File: config.mk
export PLATFORM = sky130hd
export DESIGN_NAME = inst_fetch_ctrl
export DESIGN_NICKNAME = d
export VERILOG_FILES = /design/src/rtl/inst_fetch_ctrl.sv
export SDC_FILE = /design/constraint.sdc
export NUM_CORES = 1
export LEC_CHECK = 0
export ABC_AREA = 1
export CORE_MARGIN = 2
export CORE_UTILIZATION = 40
export CTS_CLUSTER_DIAMETER = 100
export CTS_CLUSTER_SIZE = 25
export DETAILED_ROUTE_END_ITERATION = 10
export GPL_TIMING_DRIVEN = 0
export PLACE_DENSITY = 0.75
export SLEW_MARGIN = 5
export SYNTH_ARGS = -nofsm -noshare
export SYNTH_HDL_FRONTEND = slang
export SYNTH_SLANG_ARGS = --single-unit
File: constraint.sdc
create_clock -name Clk -period 3.6 [get_ports Clk]
set_clock_uncertainty 0.05 [all_clocks]
set_input_delay 0.36 -clock Clk [delete_from_list [all_inputs] [get_ports Clk]]
set_output_delay 0.36 -clock Clk [all_outputs]
set_load 0.005 [all_outputs]
File: src/rtl/inst_fetch_ctrl.sv
// inst_fetch_ctrl: fetch sequencer for the 10-bit-instruction processor.
// Owns the program counter, addresses a combinational instruction ROM,
// registers the returned instruction for decode, applies redirects and
// stalls, and stops on the halt instruction. Start/Done handshake for the
// test harness.
//
// Ports:
//   Clk, Reset      rising-edge clock, asynchronous active-high reset
//   Start           begin execution at RESET_PC (sampled in IDLE/HALT only)
//   InstAddress     ROM address (= PC register)
//   InstIn          ROM data for InstAddress, same cycle
//   InstOut         registered instruction to decode
//   InstValid       InstOut holds a new instruction this cycle
//   Stall           downstream cannot accept; hold PC and InstOut
//   RedirectValid   taken branch/jump; RedirectTarget is the next address
//   Running, Done   state is RUN / state is HALT
//   CycleCount      RUN cycles since last Start
//
// Build option: define FETCH_CYCLE_COUNT_EN to build the saturating RUN
// cycle counter; otherwise CycleCount is tied to zero.
module inst_fetch_ctrl #(
  parameter logic [15:0] RESET_PC = 16'h0000,
  parameter logic [2:0]  HALT_OP  = 3'b111
) (
  input  logic        Clk,
  input  logic        Reset,
  input  logic        Start,
  output logic [15:0] InstAddress,
  input  logic [9:0]  InstIn,
  output logic [9:0]  InstOut,
  output logic        InstValid,
  input  logic        Stall,
  input  logic        RedirectValid,
  input  logic [15:0] RedirectTarget,
  output logic        Running,
  output logic        Done,
  output logic [15:0] CycleCount
);

  typedef enum logic [1:0] {
    IDLE = 2'd0,
    RUN  = 2'd1,
    HALT = 2'd2
  } fetchState_t;

  fetchState_t state, stateNext;
  logic [15:0] pc, pcNext;
  logic [9:0]  instOutQ, instOutNext;
  logic        instValidQ, instValidNext;

  always_ff @(posedge Clk or posedge Reset) begin
    if (Reset) begin
      state      <= IDLE;
      pc         <= RESET_PC;
      instOutQ   <= '0;
      instValidQ <= 1'b0;
    end else begin
      state      <= stateNext;
      pc         <= pcNext;
      instOutQ   <= instOutNext;
      instValidQ <= instValidNext;
    end
  end

  always_comb begin
    stateNext     = state;
    pcNext        = pc;
    instOutNext   = instOutQ;
    instValidNext = 1'b0;
    unique case (state)
      IDLE, HALT: begin
        if (Start) begin
          stateNext = RUN;
          pcNext    = RESET_PC;
        end
      end
      RUN: begin
        // Redirect outranks stall and halt: whatever the ROM returned for
        // the current PC is on the wrong path and is dropped.
        if (RedirectValid) begin
          pcNext = RedirectTarget;
        end else if (!Stall) begin
          instOutNext   = InstIn;
          instValidNext = 1'b1;
          if (InstIn[9:7] == HALT_OP) begin
            stateNext = HALT;
          end else begin
            pcNext = pc + 16'd1;
          end
        end
      end
      default: stateNext = IDLE;
    endcase
  end

  assign InstAddress = pc;
  assign InstOut     = instOutQ;
  assign InstValid   = instValidQ;
  assign Running     = (state == RUN);
  assign Done        = (state == HALT);

`ifdef FETCH_CYCLE_COUNT_EN
  logic [15:0] cycleCountQ;

  always_ff @(posedge Clk or posedge Reset) begin
    if (Reset) begin
      cycleCountQ <= '0;
    end else if (state == RUN) begin
      if (cycleCountQ != '1) begin
        cycleCountQ <= cycleCountQ + 16'd1;
      end
    end else if (Start) begin
      cycleCountQ <= '0;
    end
  end

  assign CycleCount = cycleCountQ;
`else
  assign CycleCount = '0;
`endif

endmodule
After elaboration in Yosys (flattened, before gate mapping)
Index checks and enable logic that the tools add are counted.
Widths: inputs -> output; s select.
{"block": "word_totals", "reg_bits": 29, "output_inout_bits": 45, "wordCells": 35, "input_bits": 31}
{"block": "op_classes", "n_reduce_logical": 6, "eq_ne": 9, "n_addsub": 1, "muxes": 13, "n_bitwise": 2}
{"cell": "$mux 16", "n": 4}
{"cell": "$pmux 16 s2", "n": 1}
{"cell": "$add 16x1->16 const B", "n": 1}
{"cell": "$mux 2", "n": 4}
{"cell": "$reduce_and 4->1", "n": 2}
{"cell": "$ne 2x2->1 const B", "n": 3}
{"cell": "$ne 3x3->1 const B", "n": 2}
{"cell": "$pmux 2 s2", "n": 1}
{"cell": "$eq 3x3->1 const B", "n": 1}
{"cell": "$mux 1", "n": 3}
{"cell": "$reduce_and 3->1", "n": 1}
{"cell": "$eq 2x1->1 const B", "n": 1}
{"cell": "$eq 2x2->1 const B", "n": 1}
{"cell": "$logic_not 2->1", "n": 1}
{"cell": "$ne 2x1->1 const B", "n": 1}
{"cell": "$not 1->1", "n": 2}
{"cell": "$reduce_bool 2->1", "n": 1}
{"cell": "$reduce_or 2->1", "n": 1}

Logic depth before layout (Yosys ltp)
Gate-level depths: netlist (run 1).
{"block": "logic_depth", "depth_word": 5, "ltp_mapped": 9}

Worst setup path before layout (run 1)
Ideal clock, no wire load.
{"block": "synth_timing", "path_kind": "register to register", "start": "reg state[0]", "end": "reg pc[5], in the netlist InstAddress[5]", "arrival_time_ns": 1.160, "n_path_buf": 1, "required_ns": 3.427, "slack_ns": 2.267, "stages_incl_launch_ff": 10, "setup_ns": 0.123, "cell_sequence": "dfrtp_1 inv_2 nor2_4 nand2_4 inv_6 nor2_2 nand2_4 buf_6 nor2_1 a21oi_2"}
{"block": "synth_between", "word_cells_on_any_way": 10, "classes_between": "eq/ne (5); mux (1); reduce/logical (4)"}
{"item": "from (decl)", "line_no": "46", "source": "fetchState_t state, stateNext;"}
{"item": "from (signal assigned)", "line_no": "58", "source": "state <= stateNext;"}
{"item": "$eq 2x1->1 *"}
{"item": "named net Running", "line_no": "35", "source": "output logic Running,"}
{"item": "$ne 3x3->1 (no line) or $reduce_bool 2->1 (tied branches)"}
{"item": "$reduce_and 4->1 (no line)"}
{"item": "to (signal assigned)", "line_no": "59", "source": "pc <= pcNext;"}
{"item": "to (decl)", "line_no": "47", "source": "logic [15:0] pc, pcNext;"}
Mark *: on every way through the listed nets, which the timed path passes. The rest lies on a longest branch.
A chain may end at the register's enable or synchronous reset.

Worst setup path after layout (run 1)
{"block": "layout_timing", "start": "reg state[0]", "end": "out Running"}
{"block": "layout_between", "elab_chain_len": 1}
{"item": "$eq 2x1->1", "line_no": "99", "source": "assign Running = (state == RUN);"}
{"item": "to (decl)", "line_no": "35"}
No other way between the ends.

==> results of run 1 <==
## report_power, final
part | leakage [uW] | switching (uW) | internal, uW
combinational | 0.000878 | 494 | 562
clock | 0.0000681 | 133 | 275
sequential | 0.000360 | 173 | 483
total | 0.00131 | 800 | 1320
## worst max-delay path, stage by stage (launching register included)
cell and delay [ns]:
dfrtp_1 0.46, inv_2 0.07, nor2_4 0.15, clkdlybuf4s50_1 0.53
## cells in the final DEF (no fill, tap or decap), types with 3 or more instances in the layout
cell type / instances
inv_2: 3
nand2_1: 76
buf_6: 3
clkbuf_8: 5
a21oi_1: 12
a21oi_2: 3
buf_4: 18
dfrtp_1: 29
a21boi_1: 10
o21bai_1: 3
clkdlybuf4s50_1: 59
inv_1: 20
nor2_2: 3
nor2_1: 36
conb_1: 16
o21ai_0: 11
nand3_1: 17
## state kept, by name, indices dropped and copies added, names as in the netlist
name	flops
InstAddress	16
InstOut	10
InstValid	1
state	2
## cells by family after synthesis
family | count (synthesis)
adder cells (fa/ha/maj) | 1
other | 1
buffers and inverters | 47
AND/OR/NAND/NOR | 138
flip-flops | 29
AO/OA/AOI/OAI | 45
## worst max path at each step
stage,from,to,slack [ns]
6_report,state[0],Running,1.70
3_3_place_gp,RedirectValid,InstOut[9],1.79
3_5_place_dp,Reset,InstAddress[15],1.78
2_1_floorplan,state[0],InstAddress[5],2.27
5_1_grt,state[0],Running,1.63
4_1_cts,state[0],Running,1.68
## layer usage
metal / share of wire, % / wire [um] / GRT usage (%) / up-vias
li1: - / - / - / 961
met1: 43 / 1976 / 23.39 / 857
met2: 50 / 2323 / 33.03 / 49
met3: 6.1 / 284 / 5.663 / 7
met4: 1.3 / 61 / 6.584 / 0
met5: 0 / 0 / 0 / -
## per-stage QoR
stage	instance area, um2	worst slack [ns]	util [%]
after floorplan	1947	2.267	-
after global placement	2605	1.792	56.27
after detailed placement	2605	1.785	56.27
after CTS	2739	1.680	59.16
after global routing	2739	1.635	59.16
final	2739	1.695	59.16
## cell type report
class	count	area [um2]	area share [%]
multi-input cells	200	937.1	34.22
clock inverters	3	65.06	2.376
plain buffers	23	188.9	6.898
inverters	24	95.09	3.472
repair buffers	59	590.6	21.56
clock buffers	5	68.82	2.513
flip-flops and latches	29	725.7	26.50
well taps	54	67.56	2.467
==> impl_results.md, run 1 <==
- Initial Utilization: 40.84%
- Ys flop type: dfrtp_1
- Clock Latency Late Sink: between 0.2 and 0.3 ns
- Post-synth EDFFs: 0
- Clk pin slew, worst setup/hold paths: 0.07 ns
- FP Rows: 25
- Req. time, crit path: 3.19 ns
- Yosys top cell by area: dfrtp_1
- Adder-cell share of the synthesized area: less than 1%
- Initial antenna violation count: 0
- Launching point of the worst reg2reg path: InstAddress[0]
- Post-route setup TNS: 0 ns
- Hold Path End: InstOut[1]
- Grt ovf: 0
- Core Area: 4629 um2
- Hold wc startpoint: InstOut[1]
- Netlist Area Pre-Place: between 1500 and 2000 um2
- Yosys reg bits: 29
- DR DRC count: 0
- Main combinational cell family by area after synthesis: simple AND/OR/NAND/NOR gates
- Most common cell in the synthesized netlist: nand2_1
- Area delta synth->final: 44.87%
- Worst Setup Path Type: reg2out
- Hold_ws: 0.4243 ns
- Final period utilization: around 53%
- Buffer count from post-CTS setup fixing: 0
- CTS tree: yes
- Status: finished, final reports clean
- Rel. slew slack: about a quarter
- DRT Pass-1 Iters: 4
- Compound-gate portion of the synthesized area: 15.16%
- CP arrival: 1.49 ns
- Largest net degree at the start of global routing: 30
- Top cells by area, synth: dfrtp_1, nand2_1, buf_4, nor2_1, nand3_1
- Asr flop ratio synth: 100.0%
- Final non-filler cell total: 397
- Root buffer cell: clkbuf_8
- Post-synthesis mux area share: 0%
- # fillers: between 400 and 500
- Cell count of the worst hold path: 2
- Maximum vdd drop: about 0.00040 V
- Port bufs: 59
- Placer's final routability congestion estimate: 0.8680
- Distinct cells, synth: 28
- # Max-Cap Violations: 0
- Final setup viols: 0
- Startpoint Class: flop
- TritonCTS Sinks: 29
- Via count: 1874
- FF-to-FF path depth: 9
- Hold Path Class: reg2reg
- Initial DRC Count: ~170
- Max Fclk: 0.5250 GHz
- Num ports: 76
- Critical path endpoint category: output port
- H-tree depth: 2
- Critical Path Fanout Max: 7
- Final Hold Vio Count: 0
- Die H: ~73 um
- Slew @ Worst Pin: 1.112 ns
- Unrepaired setup endpoints after global routing: false
- Slack of the worst reg-to-reg path: around 2.1 ns
- Ant diodes: 0
- Total power: between 2000 and 2500 uW
- Hold-fix buffers, CTS: 0
- Placed cell count: roughly 400
- Synth top area share: a little under two fifths
- Clock Path Buffers: 2
- Synth top cells by count: nand2_1, nor2_1, dfrtp_1, inv_1, buf_4
- Final HPWL DP: roughly 3500 um
- Cell Pwr Density: 773.9 nW/um2
- Routed Antenna Nets: 0
- Min Clock Period, post-route: 1.905 ns
- Total wire length: between 4000 and 5000 um
- Synth warn: 0
- Die W: approximately 73 um
- Routed WL per cell: roughly 12 um
- Gr usage total: between 10% and 20%
- Post-Synth XOR/XNOR Area: 0%
- CTS Buf Count: 5
- Crit Reg-Reg Endpoint: InstAddress[12]
- P_leak: 0.001306 uW
- Slew Limit Fails: 0
- Post-synthesis sequential area ratio: roughly two fifths
- Simple-Gate Fraction of Synth Area: 30.58%
- Layout cells sized above 1: between 10% and 20%
- Cts repair resizes: 0
- Avg Synthesized Cell Area: roughly 7.2 um2
- Mapped Cells: between 200 and 300
- Nets: around 370
- Vias in the first global route: between 1.5k and 2k
- First-pass GRT wire length: between 7000 and 8000 um
- Via density: about 4.7
- Die footprint: roughly 5300 um2
No activity file was read; power rests on OpenSTA's default activity.
==> run 2, diff against run 1 <==
Settings changed: CORE_UTILIZATION 40 to 39, PLACE_DENSITY 0.75 to 0.76.
Clock period 3.6 ns to 1.7 ns, I/O delays scaled along.
==> run 2 against run 1 <==
Worst hold slack got worse by 0.060 ns. Die area up 2.4%. Global-route usage decreased by 0.55 points. Sequential share of layout area hardly changed. Routed wire length up 0.86%. Clock power is 86% higher. Via count decreased by 1.2%. Final cell count grew 0.25%. Clock-buffer cell count rose by 1. Core utilization down 0.79 points. Sequential cell count did not move. Design area did not move.
==> impl_results.md, run 2 (same netlist as run 1, synthesis figures left out) <==
- Status: finished, final reports clean
- Leading cell type in the layout, fill and taps excluded: nand2_1
- H-tree depth: 2
- Hold Path Class: in2reg
- Post-route cell area: 2739 um2
- Placer's final routability congestion estimate: 0.8594
- Nets: around 380
- CP peak stage delay: 0.50 ns
- CP arrival: about 1.4 ns
- Rel. slew slack: 23.11%
- Critical path endpoint category: output port
- Cell Pwr Density: between 1500 and 2000 nW/um2
- TritonCTS Sinks: 29
- CP top delay family: buffers and inverters
- Slew Limit Fails: 0
- Layout cells sized above 1: 13.66%
- Clk pin slew, worst setup/hold paths: ~0.070 ns
- DRT Pass-1 Iters: 4
- Hold_ws: roughly 0.36 ns
- Die footprint: ~5400 um2
- Die W: between 70 and 80 um
- Num ports: between 70 and 80
- Max Fclk: approximately 0.63 GHz
- # fillers: about 440
- Multi-input logic area: between 900 and 1000 um2
- Largest net degree at the start of global routing: 30
- Startpoint Class: flop
- FP Rows: 25
- Final core utilization: between 50% and 60%
- Placed Area: 2605 um2
- Initial DRC Count: between 100 and 150
- Final setup viols: 0
- P_leak: between 0.001 and 0.0015 uW
- Final Hold Vio Count: 0
- Worst path bufs/invs: 2
- Reg area: between 700 and 800 um2
- Initial antenna violation count: 0
- CP cell instances: inv_2 > nor2_4 > clkdlybuf4s50_1
- Worst Setup Path Type: reg2out
- Root buffer cell: clkbuf_8
- Vias in the first global route: around 1.7k
- Routed WL per cell: roughly 12 um
- Req. time, crit path: approximately 1.5 ns
- Die H: 73.63 um
- Critical Path Fanout Max: 7
- Via density: about 4.7
- Grt ovf: 0
- Core Area: 4692 um2
- Gr usage total: between 10% and 20%
- Via count: around 1.9k
- CTS Buf Count: 5
- Port bufs: 59
- Unrepaired setup endpoints after global routing: false
- Post-route setup TNS: 0 ns
- Min Clock Period, post-route: about 1.6 ns
- Total wire length: 4685 um
- Slowest CP cell: clkdlybuf4s50_1
- Max reg flops: 16
- Most frequent cells in the layout: nand2_1, clkdlybuf4s50_1, nor2_1
- CTS tree: yes
- First-pass GRT wire length: between 7000 and 8000 um
- Final period utilization: approximately 94%
- Clock Path Buffers: 2
- Final HPWL DP: 3569 um
- Ant diodes: 0
- Routed Antenna Nets: 0
- Clock Latency Late Sink: around 0.29 ns
- Initial Utilization: about two fifths
- DR DRC count: 0
- Maximum vdd drop: between 0.0007 and 0.0008 V
- Area delta synth->final: 44.87%
- # Max-Cap Violations: 0
- Slew @ Worst Pin: about 1.2 ns
run 2: cell types whose count changed in the layout (fill, tap and decap cells not counted), sizes merged:
| cell | change |
|---|---|
| buf | +1 |
| bufinv | -1 |
| clkinvlp | +1 |
| clkbuf | +1 |
| clkinv | -1 |
run 2: worst register-to-register path, delay by kind of cell (launching register included):
kind,cells,cell delay (ns)
flops,1,0.45
simple gates,5,0.45
buf+inv,4,0.44
compound gates,1,0.05
run 2: path summary, 6_finish.rpt:
| kind | depth (start not counted) | slack [ns] | end | start |
|---|---|---|---|---|
| min in group asynchronous | 2 | 0.43 | InstAddress[4] | Reset |
| max in group asynchronous | 2 | 0.39 | state[0] | Reset |
| max reg2reg | 10 | 0.16 | InstAddress[5] | state[0] |
| min reg2reg | 2 | 0.42 | InstOut[1] | InstOut[1] |
| max | 3 | 0.10 | Running | state[0] |
| min | 3 | 0.36 | InstOut[6] | InstIn[6] |
run 2: per-stage QoR:
step / power, uW / setup WS (ns) / instances
6_report: 4420 / 0.1042 / 398
4_1_cts: 4428 / 0.01401 / 397
3_5_place_dp: 3641 / 0.02532 / 389
2_1_floorplan: 2612 / 0.3672 / 276
3_3_place_gp: 3576 / 0.08316 / 389
5_1_grt: 4816 / 0.01856 / 398
run 2: cell type report:
| cell class | count | share of cell area [%] |
|---|---|---|
| clock buffer | 6 | 3.015 |
| clock inverter | 2 | 1.370 |
| multi-input combinational | 200 | 34.40 |
| buffer | 23 | 6.898 |
| timing repair buffer | 60 | 21.84 |
| inverter | 24 | 3.472 |
| sequential | 29 | 26.54 |
| tap | 54 | 2.467 |
run 2: what timing repair did:
item,CTS,global route
pin swaps,0,1
hold buffers,0,0
gates resized for setup,1,1
endpoints found under the setup margin,1,1
setup buffers,0,1
run 2: per-layer routing:
metal  vias to the layer above  routed length (um)  global-route usage, %
met1                       817                1958                  22.47
met2                        63                2298                  31.65
met4                         0                  65                  6.869
met5                         -                   0                      0
met3                         7                 362                  6.036
li1                        964                   -                      -
run 2: where the power goes:
part	total (uW)	internal (uW)	switching (uW)
clock network	758	476	282
logic	2260	1210	1050
registers	1400	1030	373
total	4420	2710	1710
==> RTL edit: new RTL, config.mk and constraints of run 2 <==
Add a define of `FETCH_CYCLE_COUNT_EN`.
--- a/src/rtl/inst_fetch_ctrl.sv
+++ b/src/rtl/inst_fetch_ctrl.sv
@@ -18,6 +18,8 @@
 //
 // Build option: define FETCH_CYCLE_COUNT_EN to build the saturating RUN
 // cycle counter; otherwise CycleCount is tied to zero.
+`define FETCH_CYCLE_COUNT_EN
+
 module inst_fetch_ctrl #(
   parameter logic [15:0] RESET_PC = 16'h0000,
   parameter logic [2:0]  HALT_OP  = 3'b111
Behaviour: not the same (Yosys sat finds a counterexample within 4 cycles, from zero or initial values and one cycle with Reset high).
==> RTL edit against run 2 <==
  * Die area grew 41%
  * Count of clock-buffer cells in the layout down 1
  * Power increased by 20%
  * Wire length grew 61%
  * Cell count is 39% higher
  * Final area is 40% higher
  * Sequential cell count up 16
  * Synthesized area increased by 43%
  * Setup slack worse by 0.041 ns
  * Sequential share of layout area grew 2.9 points
  * Sequential power grew 29%
  * Via count increased by 52%
  * Critical path type is now flop to flop
  * Largest cell class unchanged
  * Largest power group unchanged
  * Highest routed layer unchanged
==> RTL edit: results <==
synthesis:
  synthTopCellsByCount: "131 x nand2_1, 58 x nor2_1, 45 x dfrtp_1"
  ys_top_cells_by_area: "dfrtp_1 42%, nand2_1 18%, nor2_1 8.0%"
  seq_area_frac_synth_pct: 41.6
layout:
  regArea_sq_um: 1130
  seq_cells: 45
  buf_share_pct: 23.6
  inverters: 34
  final_nets: 506
  final_cells: 554
timing:
  whs_ns: 0.0614
  relSlewSlack_pct: 65.4
worst_setup_path:
  cp_max_fo: 10
  rrSetupSlack_ns: 0.06
  crit_slowest_cell: "dfrtp_1"
  cp-startpoint: "CycleCount[0]"
  cpPeakStageDelay_ns: 0.44
clock_tree:
  cts-resized-gates: 5
  post-cts-setup-buffer-count: 3
  clk_pin_slew_worst_paths_ns: 0.10
placed_design:
  placed_cells: 537
  io_buffer_count: 74
status:
  status: "complete, no violations"
route:
  drtIter0Drc: 158
worst_hold_path:
  hold_path.class: "input port to async pin"
global_route:
  grt_pass1_wl_mm: 12.2
  grt_pass1_vias: 2588
power:
  cellLeakagePower_nw: 1.71
die:
  dieArea_sq_um: 7630
## RTL edit: per-layer routing
metal  vias up  routed length [um]  global-route usage, %
met2        89                3670                   33.4
met5         -                   0                      0
li1       1384                   -                      -
met1      1329                3320                   27.3
met3        14                 432                   4.36
met4         0                 119                   6.15
## RTL edit: cell families after synthesis
| group | Yosys count | synth area share (%) |
|---|---|---|
| buf+inv | 43 | 7.48 |
| flops | 45 | 41.6 |
| compound gates | 38 | 7.81 |
| xor+xnor | 15 | 4.85 |
| simple gates | 239 | 37.4 |
| fa+ha+maj | 2 | 0.924 |
## RTL edit: power by group
part | internal, mW | switching (mW) | leakage (nW)
combinational | 1.27 | 1.24 | 1.04
sequential | 1.41 | 0.383 | 0.594
clock | 0.584 | 0.396 | 0.0681
## RTL edit: worst max-delay path: cells and delay by family, from the launching register on
family	cells	cell delay, ns
simple gates	7	0.66
flops	1	0.44
fa+ha+maj	1	0.19
buf+inv	1	0.15
compound gates	1	0.08
